[config.mk]
export PLATFORM = sky130hd
export DESIGN_NAME = regfile_wb_arbiter
export DESIGN_NICKNAME = d
export VERILOG_FILES = /design/src/rtl/regfile_wb_arbiter.sv
export SDC_FILE = /design/constraint.sdc
export NUM_CORES = 1
export LEC_CHECK = 0
export CAP_MARGIN = 20
export CORE_MARGIN = 2
export CORE_UTILIZATION = 50
export CTS_CLUSTER_DIAMETER = 60
export DETAILED_ROUTE_END_ITERATION = 6
export GPL_TIMING_DRIVEN = 0
export PLACE_DENSITY_LB_ADDON = 0.05
export SLEW_MARGIN = 20
export SYNTH_ARGS = -nofsm -noshare
export SYNTH_HDL_FRONTEND = slang
export SYNTH_SLANG_ARGS = --single-unit
[constraint.sdc]
create_clock -name i_clk -period 2.6 [get_ports i_clk]
set_input_delay 0.52 -clock i_clk [delete_from_list [all_inputs] [get_ports i_clk]]
set_output_delay 0.52 -clock i_clk [all_outputs]
set_load 0.005 [all_outputs]
[src/rtl/regfile_wb_arbiter.sv]
// Register-file write-port arbiter: merges single-cycle ALU results with buffered
// long-latency results and tracks pending long-latency destinations for decode stall.
module regfile_wb_arbiter #(
    parameter int DATA_W     = 32,
    parameter int ADDR_W     = 5,
    parameter int FIFO_DEPTH = 4
) (
    input  logic                          i_clk,
    input  logic                          i_rst,
    input  logic                          i_alu_valid,
    input  logic [ADDR_W-1:0]             i_alu_reg,
    input  logic [DATA_W-1:0]             i_alu_data,
    input  logic                          i_lsu_valid,
    input  logic [ADDR_W-1:0]             i_lsu_reg,
    input  logic [DATA_W-1:0]             i_lsu_data,
    output logic                          o_lsu_ready,
    input  logic                          i_issue_valid,
    input  logic [ADDR_W-1:0]             i_issue_reg,
    input  logic [ADDR_W-1:0]             i_chk_reg1,
    input  logic [ADDR_W-1:0]             i_chk_reg2,
    output logic                          o_stall,
    output logic                          o_reg_write,
    output logic [ADDR_W-1:0]             o_write_register,
    output logic [DATA_W-1:0]             o_write_data,
    output logic [$clog2(FIFO_DEPTH):0]   o_fifo_count
);

    localparam int PW   = $clog2(FIFO_DEPTH);
    localparam int CW   = PW + 1;
    localparam int NREG = 1 << ADDR_W;
    localparam logic [CW-1:0]     DEPTH_C  = CW'(FIFO_DEPTH);
    localparam logic [NREG-1:0]   ONE_C    = {{(NREG-1){1'b0}}, 1'b1};
    localparam logic [NREG-1:0]   NO_R0_C  = {{(NREG-1){1'b1}}, 1'b0};
    localparam logic [ADDR_W-1:0] R0_C     = {ADDR_W{1'b0}};

    logic [ADDR_W-1:0] r_fifo_reg  [FIFO_DEPTH];
    logic [DATA_W-1:0] r_fifo_data [FIFO_DEPTH];
    logic [PW-1:0]     r_wptr;
    logic [PW-1:0]     r_rptr;
    logic [CW-1:0]     r_count;
    logic [NREG-1:0]   r_busy;
    logic              r_reg_write;
    logic [ADDR_W-1:0] r_write_register;
    logic [DATA_W-1:0] r_write_data;

    logic              w_lsu_ready;
    logic              w_xfer;
    logic              w_fifo_empty;
    logic              w_alu_sel;
    logic              w_pop;
    logic              w_bypass;
    logic              w_push;
    logic              w_sel_valid;
    logic [ADDR_W-1:0] w_sel_reg;
    logic [DATA_W-1:0] w_sel_data;
    logic [NREG-1:0]   w_set_mask;
    logic [NREG-1:0]   w_clr_mask;
    logic [NREG-1:0]   w_busy_next;
    logic [CW-1:0]     w_count_next;

    // Handshake and source-select qualifiers; ready is based only on the registered count.
    always_comb begin
        w_lsu_ready  = (r_count != DEPTH_C);
        w_xfer       = i_lsu_valid && w_lsu_ready;
        w_fifo_empty = (r_count == {CW{1'b0}});
        w_alu_sel    = i_alu_valid && (i_alu_reg != R0_C);
        w_pop        = !w_alu_sel && !w_fifo_empty;
        // Results to r0 complete the handshake but are never stored or written.
        w_bypass     = !w_alu_sel && w_fifo_empty && w_xfer && (i_lsu_reg != R0_C);
        w_push       = w_xfer && (i_lsu_reg != R0_C) && !w_bypass;
    end

    // Select the entry for the write port and the scoreboard bit it retires.
    always_comb begin
        w_sel_valid = 1'b0;
        w_sel_reg   = r_write_register;
        w_sel_data  = r_write_data;
        w_clr_mask  = {NREG{1'b0}};
        if (w_alu_sel) begin
            w_sel_valid = 1'b1;
            w_sel_reg   = i_alu_reg;
            w_sel_data  = i_alu_data;
        end else if (w_pop) begin
            w_sel_valid = 1'b1;
            w_sel_reg   = r_fifo_reg[r_rptr];
            w_sel_data  = r_fifo_data[r_rptr];
            w_clr_mask  = ONE_C << r_fifo_reg[r_rptr];
        end else if (w_bypass) begin
            w_sel_valid = 1'b1;
            w_sel_reg   = i_lsu_reg;
            w_sel_data  = i_lsu_data;
            w_clr_mask  = ONE_C << i_lsu_reg;
        end else begin
            w_sel_valid = 1'b0;
        end
    end

    // Next scoreboard mask (a same-edge set overrides the clear) and next FIFO occupancy.
    always_comb begin
        w_set_mask = {NREG{1'b0}};
        if (i_issue_valid && (i_issue_reg != R0_C)) begin
            w_set_mask = ONE_C << i_issue_reg;
        end else begin
            w_set_mask = {NREG{1'b0}};
        end
        w_busy_next = ((r_busy & ~w_clr_mask) | w_set_mask) & NO_R0_C;
        case ({w_push, w_pop})
            2'b10:   w_count_next = r_count + 1'b1;
            2'b01:   w_count_next = r_count - 1'b1;
            default: w_count_next = r_count;
        endcase
    end

    // FIFO pointers, occupancy, scoreboard and the registered write port.
    always_ff @(posedge i_clk) begin
        if (i_rst) begin
            r_wptr           <= {PW{1'b0}};
            r_rptr           <= {PW{1'b0}};
            r_count          <= {CW{1'b0}};
            r_busy           <= {NREG{1'b0}};
            r_reg_write      <= 1'b0;
            r_write_register <= {ADDR_W{1'b0}};
            r_write_data     <= {DATA_W{1'b0}};
        end else begin
            if (w_push) begin
                r_wptr <= r_wptr + 1'b1;
            end else begin
                r_wptr <= r_wptr;
            end
            if (w_pop) begin
                r_rptr <= r_rptr + 1'b1;
            end else begin
                r_rptr <= r_rptr;
            end
            r_count          <= w_count_next;
            r_busy           <= w_busy_next;
            r_reg_write      <= w_sel_valid;
            r_write_register <= w_sel_reg;
            r_write_data     <= w_sel_data;
        end
    end

    // FIFO storage; contents are only meaningful under the pointers, so no reset.
    always_ff @(posedge i_clk) begin
        if (w_push) begin
            r_fifo_reg[r_wptr]  <= i_lsu_reg;
            r_fifo_data[r_wptr] <= i_lsu_data;
        end else begin
            r_fifo_reg[r_wptr]  <= r_fifo_reg[r_wptr];
            r_fifo_data[r_wptr] <= r_fifo_data[r_wptr];
        end
    end

    assign o_lsu_ready      = w_lsu_ready;
    assign o_stall          = r_busy[i_chk_reg1] | r_busy[i_chk_reg2];
    assign o_reg_write      = r_reg_write;
    assign o_write_register = r_write_register;
    assign o_write_data     = r_write_data;
    assign o_fifo_count     = r_count;

endmodule

==> metrics.log, run 1 <==
[metrics] area taken by multi-input logic gates: 3751 sq um
[metrics] Iteration-0 DRC Markers: 593
[metrics] commonest register cell after synthesis: edfxtp_1
[metrics] Crit path required time: 3.05 ns
[metrics] total I/O pin count: 137
[metrics] Hold Path Cell Cnt: 3
[metrics] CP Launch Type: primary input
[metrics] number of instances in the placed design: 1,172
[metrics] Sequential Area: 6006 sq um
[metrics] GRT Resource Usage Total: 0.2535
[metrics] count of buffers inserted at the top-level ports: 129
[metrics] kind of end point of the critical path: flip-flop
[metrics] Crit-path slowest cell: or4_4
[metrics] netlist area before placement: 9986 sq um
[metrics] clock-pin slew on the worst setup and hold paths: 0.06 ns
[metrics] Residual DRC: 0
[metrics] Ys Warns: 0
[metrics] number of sinks on the clock net: 226
[metrics] fraction of synthesized cell area in xor and xnor cells: 0.004385
[metrics] placed cell areas: 11,620 sq um
[metrics] Post-synth EDFFs: 148
[metrics] Critical Path Stages: 10
[metrics] Final Hold Vio Count: 0
[metrics] final number of setup-violating endpoints: 0
[metrics] Synthesized Nets: 878
[metrics] layout cell share with drive strength beyond 1: 0.1444
[metrics] initial antenna violation count: 2
[metrics] largest driver fanout on the critical path: 7
[metrics] Fin Hold WS: 0.3609 ns
[metrics] worst-case headroom to the max-slew limit: 0.3011
[metrics] Simple-Gate Fraction of Synth Area: 0.1292
[metrics] signed area change from the synthesized netlist to the final layout: 24.95%
[metrics] final worst clock skew: 0.008063 ns
[metrics] Largest register FFs: 128
[metrics] number of global-route vias before repair: 7,617
[metrics] Placement Setup Slack: -0.8385 ns
[metrics] HPWL after detailed placement: 18.05 mm
[metrics] TritonCTS clock tree: built
[metrics] crit-path leading delay family: simple AND/OR/NAND/NOR gates
[metrics] first-pass GRT wire length: 41.88 mm
[metrics] initial cell density of the core: 0.5114
[metrics] pin count of the biggest net entering global routing: 38
[metrics] area of the die: 21,120 sq um
[metrics] ys async rst share: 0
[metrics] sum of overflow across all layers after global routing: 0
[metrics] Post-Synthesis Cells: 778
[metrics] sequential fraction of the synthesis area: 0.6014
[metrics] per-cell via count in the routed design: 6.001
[metrics] Final nets: 1,038
[metrics] number of vias after detailed routing: 7,339
[metrics] synthesized area divided by synthesized cell count: 12.84 sq um
[metrics] top cell type's share of synthesized area: 0.4451
[metrics] leading cell types by total area after synthesis: edfxtp_1 45%, dfxtp_1 16%, mux4_2 11%, nand2_1 4.6%, o211ai_1 3.0%
[metrics] RD Place Congestion: 0.8761
[metrics] power density relative to cell area: 911.5 nW/um^2
[metrics] post-layout instance area: 12,480 sq um
[metrics] die width: 145.3 um
[metrics] count of non-filler cells in the finished layout: 1,223
[metrics] number of buffer and inverter stages on the critical path: 2
[metrics] vertical die dimension: 145.3 um
[metrics] number of max-slew violations in the final report: 0
[metrics] post-synthesis mux area share: 0.1250
[metrics] Synth Area in Compound Gates: 0.1049
[metrics] area of the core region: 19,530 sq um
[metrics] largest family of logic cells by synthesized area: simple AND/OR/NAND/NOR gates
[metrics] crit path kind: primary input to flip-flop
[metrics] largest stage delay on the critical path: 0.59 ns
[metrics] type of the most critical hold path: primary input to flip-flop
[metrics] drt pass-1 iters: 5
[metrics] adder and majority gate portion of the synthesized area: 0.008270
[metrics] Synth area leader: edfxtp_1
[metrics] Top reg by flops: r_fifo_data
[metrics] Routed Wire Length: 27.18 mm
[metrics] Worst EP arrival: 3.01 ns
[metrics] number of CTS-inserted buffers: 24
[metrics] largest buffer count on any clock path: 3
[metrics] root buffer cell: clkbuf_16
[metrics] depth of the most critical reg-to-reg path: 9
[metrics] overall power: 0.01137 W
[metrics] number of nets still failing antenna checks after routing: 0
[metrics] commonest non-fill, non-tap cell in the layout: edfxtp_1
[metrics] least setup slack across all paths after layout: 0.03903 ns
[metrics] row cnt: 51
[metrics] register bit total from synthesis: 226
[metrics] Static Leak: 4.165 nW
[metrics] leading cell types in the layout, fill and taps excluded: 148 x edfxtp_1, 122 x nand2_1, 120 x clkdlybuf4s50_1, 78 x dfxtp_1, 49 x mux4_2
[metrics] Period minus WS final: 2.561 ns
[metrics] setup repair after global routing missed its margin: yes
[metrics] final clock period utilization by the worst path: 0.9850
[metrics] maximum level of the CTS H-tree: 1
[metrics] largest voltage drop on the vdd net: 0.5586 mV
[metrics] max frequency: 0.3905 GHz
[metrics] later-pin clock latency in the skew report: 0.53 ns
[metrics] average wire per standard cell: 22.23 um
[metrics] transition at the pin with the smallest max-transition slack: 1.048 ns
[metrics] outcome: complete, no violations
[metrics] Critical Path, Cell by Cell: clkdlybuf4s50_1 -> or4_4 -> o21ai_4 -> a211oi_4 -> inv_1 -> ha_1 -> fa_1 -> xnor2_1 -> or3_1 -> a21oi_1
[metrics] Filler cells: 1,512
[metrics] unique cell type count in the Yosys netlist: 46
[metrics] number of maximum-capacitance constraint violations: 0
## kinds of logic (layout without fill, tap and decap cells)
| kind of cell | Yosys count | count (layout) |
|---|---|---|
| xor+xnor | 5 | 5 |
| buf+inv | 61 | 239 |
| mux | 63 | 63 |
| simple gates | 261 | 261 |
| flops | 226 | 226 |
| compound gates | 156 | 156 |
| fa+ha+maj | 6 | 6 |
| other cells | 0 | 2 |
## area by class of cell
| type | count | share of cell area |
|---|---|---|
| Antenna cell | 2 | 0.0004011 |
| Clock buffer | 40 | 0.05616 |
| Timing Repair Buffer | 134 | 0.1078 |
| Tap cell | 265 | 0.02657 |
| Sequential cell | 226 | 0.4813 |
| Clock inverter | 4 | 0.003811 |
| Buffer | 53 | 0.02086 |
| Inverter | 8 | 0.002407 |
| Multi-Input combinational cell | 491 | 0.3006 |
## repair_timing
| action | 4_1_cts | 5_1_grt |
|---|---|---|
| endpoints found under the setup margin | 158 | 46 |
| setup buffers | 4 | 0 |
| resized for setup | 19 | 8 |
| pin swaps | 2 | 1 |
| hold buffers | 0 | 0 |
## worst reg2reg max path: stages (launching register included)
cell and delay [ns]:
dfxtp_1 0.50, nor2_1 0.08, and2_1 0.22, a211oi_4 0.30, inv_1 0.08, ha_1 0.24
fa_1 0.38, xnor2_1 0.14, or3_1 0.30, a21oi_1 0.15
## stage by stage
stage | utilization | TNS (ns)
2_1_floorplan | - | 0
3_3_place_gp | 0.5950 | -140.27
3_5_place_dp | 0.5950 | -148.20
4_1_cts | 0.6366 | -0.02576
5_1_grt | 0.6389 | -0.08778
6_report | 0.6390 | 0
## routing by layer
metal  track usage  up-vias  wire length, um
li1              -     3310                -
met1        0.3393     3689            11490
met2        0.4265      295            13250
met3       0.04528       45             1847
met4       0.07696        0              597
met5             0        -                0
## report_power, final
part / total (W) / internal [W] / switching, W
Combinational: 0.00358 / 0.00153 / 0.00205
Sequential: 0.00455 / 0.00434 / 0.000214
Clock: 0.00324 / 0.00185 / 0.00139
## synthesized netlist by cell type, drive strengths merged (4+ instances only)
cell type,n
edfxtp,148
nand2,122
dfxtp,78
mux4,49
nand3,42
o211ai,40
a21oi,39
nor2b,36
o21ai,34
clkbuf,30
o221ai,28
buf,23
nor2,20
mux2i,10
inv,8
or4,8
nand2b,6
a211oi,5
and2,5
ha,5
nand4,5
mux2,4
o311ai,4
or3,4
## worst paths after layout
path | start | end | slack (ns)
max | i_alu_reg[3] | o_fifo_count[2]$_SDFFE_PP0P_ | 0.04
min reg2reg | o_write_data[8]$_SDFFE_PP0P_ | o_write_data[8]$_SDFFE_PP0P_ | 0.45
min | i_alu_reg[1] | o_write_register[1]$_SDFFE_PP0P_ | 0.36
max reg2reg | o_fifo_count[0]$_SDFFE_PP0P_ | o_fifo_count[2]$_SDFFE_PP0P_ | 0.13
No activity file was read; power rests on OpenSTA's default activity.
==> run 2: changes to the inputs <==
--- a/config.mk
+++ b/config.mk
@@ -10,8 +10,9 @@
 export CORE_UTILIZATION = 50
 export CTS_CLUSTER_DIAMETER = 60
 export DETAILED_ROUTE_END_ITERATION = 6
+export GPL_ROUTABILITY_DRIVEN = 0
 export GPL_TIMING_DRIVEN = 0
-export PLACE_DENSITY_LB_ADDON = 0.05
+export PLACE_DENSITY = 0.81
 export SLEW_MARGIN = 20
 export SYNTH_ARGS = -nofsm -noshare
 export SYNTH_HDL_FRONTEND = slang
==> run 2 against run 1 <==
Largest cell class unchanged; register-to-register slack better by 0.08 ns; worst hold slack better by 0.051 ns; clock skew is 0.0041 ns higher; final area is 0.87% higher; largest power group unchanged; combinational power is 1% higher; via count is 1.2% higher; utilization is 0.56 points higher; global-route usage is 0.52 points lower.
==> metrics.log, run 2 (synthesis results as in run 1) <==
[metrics] GRT Resource Usage Total: 0.2483
[metrics] largest driver fanout on the critical path: 10
[metrics] row cnt: 51
[metrics] first-pass GRT wire length: 41.30 mm
[metrics] Period minus WS final: 2.528 ns
[metrics] crit-path leading delay family: adder cells
[metrics] signed area change from the synthesized netlist to the final layout: 26.04%
[metrics] Worst EP arrival: 2.97 ns
[metrics] number of inserted diodes: 0
[metrics] depth of the most critical reg-to-reg path: 9
[metrics] final clock period utilization by the worst path: 0.9723
[metrics] type of the most critical hold path: primary input to flip-flop
[metrics] layout cell share with drive strength beyond 1: 0.1585
[metrics] kind of end point of the critical path: flip-flop
[metrics] overall power: 0.01186 W
[metrics] commonest non-fill, non-tap cell in the layout: edfxtp_1
[metrics] number of max-slew violations in the final report: 0
[metrics] largest voltage drop on the vdd net: 0.6046 mV
[metrics] Largest register FFs: 128
[metrics] sum of negative setup slack: 0 ns
[metrics] number of hold-repair buffers added at the cts stage: 0
[metrics] Residual DRC: 0
[metrics] final number of setup-violating endpoints: 0
[metrics] number of sinks on the clock net: 226
[metrics] later-pin clock latency in the skew report: 0.53 ns
[metrics] initial antenna violation count: 0
[metrics] number of instances in the placed design: 1,172
[metrics] die width: 145.3 um
[metrics] leading cell types in the layout, fill and taps excluded: 148 x edfxtp_1, 122 x nand2_1, 120 x clkdlybuf4s50_1, 76 x dfxtp_1, 49 x mux4_2
[metrics] Routed Wire Length: 26.76 mm
[metrics] initial cell density of the core: 0.5114
[metrics] number of nets still failing antenna checks after routing: 0
[metrics] largest stage delay on the critical path: 0.47 ns
[metrics] Hold Path Cell Cnt: 1
[metrics] vertical die dimension: 145.3 um
[metrics] Filler cells: 1,440
[metrics] crit path kind: primary input to flip-flop
[metrics] number of buffer and inverter stages on the critical path: 2
[metrics] startpoint of the most critical register-to-register path: o_fifo_count[1]$_SDFFE_PP0P_
[metrics] Critical Path, Cell by Cell: dlygate4sd2_1 -> or4_4 -> o21ai_4 -> a211oi_4 -> inv_1 -> ha_1 -> fa_1 -> xnor2_1 -> or3_1 -> a21oi_1
[metrics] worst setup slack for register-to-register paths: 0.21 ns
[metrics] Top reg by flops: r_fifo_data
[metrics] Static Leak: 4.223 nW
[metrics] largest buffer count on any clock path: 3
[metrics] area of the core region: 19,530 sq um
[metrics] hold wc startpoint: i_lsu_reg[3]
[metrics] Final nets: 1,041
[metrics] power density relative to cell area: 942.7 nW/um^2
[metrics] root buffer cell: clkbuf_16
[metrics] maximum level of the CTS H-tree: 1
[metrics] count of non-filler cells in the finished layout: 1,224
[metrics] Crit-path slowest cell: dlygate4sd2_1
[metrics] Final Hold Vio Count: 0
[metrics] total I/O pin count: 137
[metrics] TritonCTS clock tree: built
[metrics] number of vias after detailed routing: 7,427
[metrics] HPWL after detailed placement: 17.49 mm
[metrics] area of the die: 21,120 sq um
[metrics] number of CTS-inserted buffers: 24
[metrics] pin count of the biggest net entering global routing: 38
[metrics] sink of the worst hold path: r_fifo_reg[1][3]$_DFFE_PP_
[metrics] setup repair after global routing missed its margin: no
[metrics] max frequency: 0.3956 GHz
[metrics] number of global-route vias before repair: 7,552
[metrics] number of maximum-capacitance constraint violations: 0
[metrics] reg-to-reg endpoint: o_fifo_count[2]$_SDFFE_PP0P_
[metrics] final worst clock skew: 0.01216 ns
[metrics] Crit path required time: 3.04 ns
[metrics] worst-case headroom to the max-slew limit: 0.2672
[metrics] Iteration-0 DRC Markers: 560
[metrics] sum of overflow across all layers after global routing: 0
[metrics] clock-pin slew on the worst setup and hold paths: 0.06 ns
[metrics] per-cell via count in the routed design: 6.068
[metrics] transition at the pin with the smallest max-transition slack: 1.099 ns
[metrics] CP Launch Type: primary input
[metrics] count of buffers inserted at the top-level ports: 129
[metrics] outcome: complete, no violations
[metrics] drt pass-1 iters: 5
[metrics] average wire per standard cell: 21.87 um
run 2: final cells by class:
class                   count  area, sq um  area share
plain buffers              53        256.5     0.02038
clock buffers              33        665.6     0.05289
clock inverters            11        191.4     0.01521
flip-flops and latches    226         6008      0.4774
inverters                   8        30.03    0.002386
repair buffers            137         1344      0.1068
multi-input cells         491         3759      0.2986
well taps                 265        331.6     0.02634
run 2: routing by layer:
| layer | global-route usage | wire length (um) |
|---|---|---|
| met1 | 0.3231 | 10430 |
| met5 | 0 | 0 |
| met4 | 0.09755 | 964 |
| met2 | 0.4154 | 13150 |
| met3 | 0.04717 | 2228 |
run 2: worst max-delay path by stage:
stage,from,end,slack [ns],depth (start not counted)
2_1_floorplan,i_lsu_reg[3],o_fifo_count[2]$_SDFFE_PP0P_,0.06,10
3_3_place_gp,i_alu_reg[3],o_fifo_count[2]$_SDFFE_PP0P_,-0.75,10
3_5_place_dp,i_alu_reg[3],o_fifo_count[2]$_SDFFE_PP0P_,-0.81,10
4_1_cts,r_busy[23]$_SDFF_PP0_,o_stall,0.003,5
5_1_grt,i_lsu_reg[3],o_fifo_count[2]$_SDFFE_PP0P_,0.0008,11
6_report,i_lsu_reg[1],o_fifo_count[2]$_SDFFE_PP0P_,0.07,10
run 2: what timing repair did:
item	in CTS	in global routing
resized for setup	25	7
endpoints found under the hold margin	0	0
endpoints found under the setup margin	184	157
buffers inserted	7	1
pin swaps	4	4
run 2: power breakdown:
part / switching [W] / internal (W)
combinational: 0.00208 / 0.00154
clock: 0.00139 / 0.00229
sequential: 0.000214 / 0.00434
run 2: per-stage QoR:
step                        util  setup WS (ns)  instance area [sq um]  hold slack [ns]
after global routing      0.6446      0.0007832                  12590           0.4535
after floorplan                -        0.06492                   9996           0.4483
after detailed placement  0.5950        -0.8107                  11620           0.4443
after CTS                 0.6439       0.003452                  12570           0.4088
final                     0.6446        0.07198                  12590           0.4119
after global placement    0.5950        -0.7455                  11620           0.4368
==> run 3: changes to the inputs <==
--- a/config.mk
+++ b/config.mk
@@ -7,12 +7,12 @@
 export LEC_CHECK = 0
 export CAP_MARGIN = 20
 export CORE_MARGIN = 2
-export CORE_UTILIZATION = 50
+export CORE_UTILIZATION = 55
 export CTS_CLUSTER_DIAMETER = 60
 export DETAILED_ROUTE_END_ITERATION = 6
 export GPL_ROUTABILITY_DRIVEN = 0
 export GPL_TIMING_DRIVEN = 0
-export PLACE_DENSITY = 0.81
+export PLACE_DENSITY = 0.84
 export SLEW_MARGIN = 20
 export SYNTH_ARGS = -nofsm -noshare
 export SYNTH_HDL_FRONTEND = slang
==> constraint.sdc (replaced) <==
create_clock -name i_clk -period 2.58 [get_ports i_clk]
set_input_delay 0.516 -clock i_clk [delete_from_list [all_inputs] [get_ports i_clk]]
set_output_delay 0.516 -clock i_clk [all_outputs]
set_load 0.005 [all_outputs]
==> run 3 against run 2 <==
Final cell count decreased by 3.4%; worst hold slack improved by 0.037 ns; utilization increased by 5.1 points; combinational power increased by 2%; first-iteration DRC count increased by 80%; setup slack got worse by 0.016 ns; via count increased by 2.2%; wire length decreased by 0.84%; critical path type is now flip-flop to output pin; highest routed layer is now met5.
==> metrics.log, run 3 (synthesis results as in run 1) <==
[metrics] Static Leak: 4.156 nW
[metrics] CP Launch Type: flip-flop
[metrics] first-pass GRT wire length: 41.36 mm
[metrics] kind of end point of the critical path: output pin
[metrics] drt pass-1 iters: 7
[metrics] Top Metal Used: met5
[metrics] Top reg by flops: r_fifo_data
[metrics] Final nets: 1,036
[metrics] Residual DRC: 0
[metrics] GRT Resource Usage Total: 0.2720
[metrics] Hold Path Cell Cnt: 1
[metrics] maximum level of the CTS H-tree: 1
[metrics] Final Hold Vio Count: 0
[metrics] clock-pin slew on the worst setup and hold paths: 0.06 ns
[metrics] overall power: 0.01157 W
[metrics] initial antenna violation count: 2
[metrics] WL met3: 2.284 mm
[metrics] largest driver fanout on the critical path: 3
[metrics] Period minus WS final: 2.524 ns
[metrics] number of sinks on the clock net: 226
[metrics] final number of setup-violating endpoints: 0
[metrics] largest voltage drop on the vdd net: 0.7720 mV
[metrics] post-route met1 wirelength: 9.973 mm
[metrics] outcome: complete, no violations
[metrics] type of the most critical hold path: primary input to flip-flop
[metrics] number of global-route vias before repair: 7,616
[metrics] final clock period utilization by the worst path: 0.9785
[metrics] total I/O pin count: 137
[metrics] later-pin clock latency in the skew report: 0.50 ns
[metrics] Fin Hold WS: 0.4490 ns
[metrics] Worst EP arrival: 2.01 ns
[metrics] crit path kind: flip-flop to output pin
[metrics] worst-case headroom to the max-slew limit: 0.2774
[metrics] setup repair after global routing missed its margin: yes
[metrics] number of nets still failing antenna checks after routing: 0
[metrics] Iteration-0 DRC Markers: 1,007
[metrics] per-cell via count in the routed design: 6.425
[metrics] Crit path required time: 2.06 ns
[metrics] root buffer cell: clkbuf_16
[metrics] sum of overflow across all layers after global routing: 0
[metrics] vertical die dimension: 138.7 um
[metrics] max frequency: 0.3961 GHz
[metrics] area of the die: 19,250 sq um
[metrics] layout cell share with drive strength beyond 1: 0.1555
[metrics] power density relative to cell area: 928.9 nW/um^2
[metrics] TritonCTS clock tree: built
[metrics] largest buffer count on any clock path: 3
[metrics] commonest non-fill, non-tap cell in the layout: edfxtp_1
[metrics] Detail Route met2 WL: 13.27 mm
[metrics] number of vias after detailed routing: 7,594
[metrics] initial cell density of the core: 0.5578
[metrics] number of maximum-capacitance constraint violations: 0
[metrics] number of max-slew violations in the final report: 0
[metrics] pin count of the biggest net entering global routing: 38
[metrics] area of the core region: 17,900 sq um
[metrics] Routed Wire Length: 26.54 mm
[metrics] transition at the pin with the smallest max-transition slack: 1.084 ns
[metrics] Largest register FFs: 128
[metrics] average wire per standard cell: 22.45 um
[metrics] depth of the most critical reg-to-reg path: 5
[metrics] row cnt: 49
[metrics] leading cell types in the layout, fill and taps excluded: 148 x edfxtp_1, 122 x nand2_1, 120 x clkdlybuf4s50_1, 74 x dfxtp_1, 49 x mux4_2
[metrics] HPWL after detailed placement: 17.23 mm
[metrics] die width: 138.7 um
[metrics] number of CTS-inserted buffers: 22
[metrics] final worst clock skew: 0.01010 ns
[metrics] count of buffers inserted at the top-level ports: 129
[metrics] signed area change from the synthesized netlist to the final layout: 24.70%
[run 3: cell type report]
type,instances,area [sq um]
Antenna cell,1,2.502
Tap cell,229,286.5
Sequential cell,226,6011
Fill cell,1197,5450
Buffer,53,262.8
Multi-Input combinational cell,491,3795
Clock buffer,33,623.1
Timing Repair Buffer,134,1334
Inverter,8,30.03
Clock inverter,7,107.6
[run 3: power by group]
group / internal (W) / switching [W] / leakage [nW]
registers: 0.00437 / 0.000220 / 1.99
clock network: 0.00197 / 0.00130 / 0.355
logic: 0.00157 / 0.00213 / 1.81
[run 3: metrics by stage]
stage / setup slack (ns) / TNS [ns] / util / cell area [sq um] / cells
finish: 0.05553 / 0 / 0.6956 / 12450 / 1182
CTS: 0.01093 / 0 / 0.6905 / 12360 / 1179
detailed placement: -0.8495 / -147.40 / 0.6465 / 11570 / 1136
floorplan: 0.04892 / 0 / - / 9996 / 778
global placement: -0.7433 / -135.73 / 0.6465 / 11570 / 1136
global route: -0.02612 / -0.02612 / 0.6956 / 12450 / 1182
[run 3: timing repair]
action | 4_1_cts | 5_1_grt
gates resized for setup | 24 | 22
buffers inserted | 3 | 1
hold buffers | 0 | 0
hold endpoints to repair | 0 | 0
endpoints found under the setup margin | 175 | 47
pin swaps | 3 | 6
[run 3: final timing paths]
| check | from | endpoint | slack (ns) |
|---|---|---|---|
| worst max-delay path | r_busy[14]$_SDFF_PP0_ | o_stall | 0.06 |
| worst min-delay path | i_lsu_reg[4] | r_fifo_reg[2][4]$_DFFE_PP_ | 0.45 |
| worst max register to register | o_fifo_count[0]$_SDFFE_PP0P_ | r_fifo_reg[0][0]$_DFFE_PP_ | 0.12 |
| worst min register to register | o_write_data[9]$_SDFFE_PP0P_ | o_write_data[9]$_SDFFE_PP0P_ | 0.45 |
[run 3: worst max-delay path, cell delays in order (launching register included)]
cell      delay (ns)
dfxtp_1         0.35
mux4_2          0.50
mux2i_2         0.18
nor3b_2         0.08
a31oi_4         0.13
o211ai_1        0.11
buf_2           0.14
[run 3: routing by layer]
layer,vias to the layer above,track usage
li1,3301,-
met1,3750,0.3610
met2,456,0.4552
met3,85,0.04385
met4,2,0.1079
met5,-,0
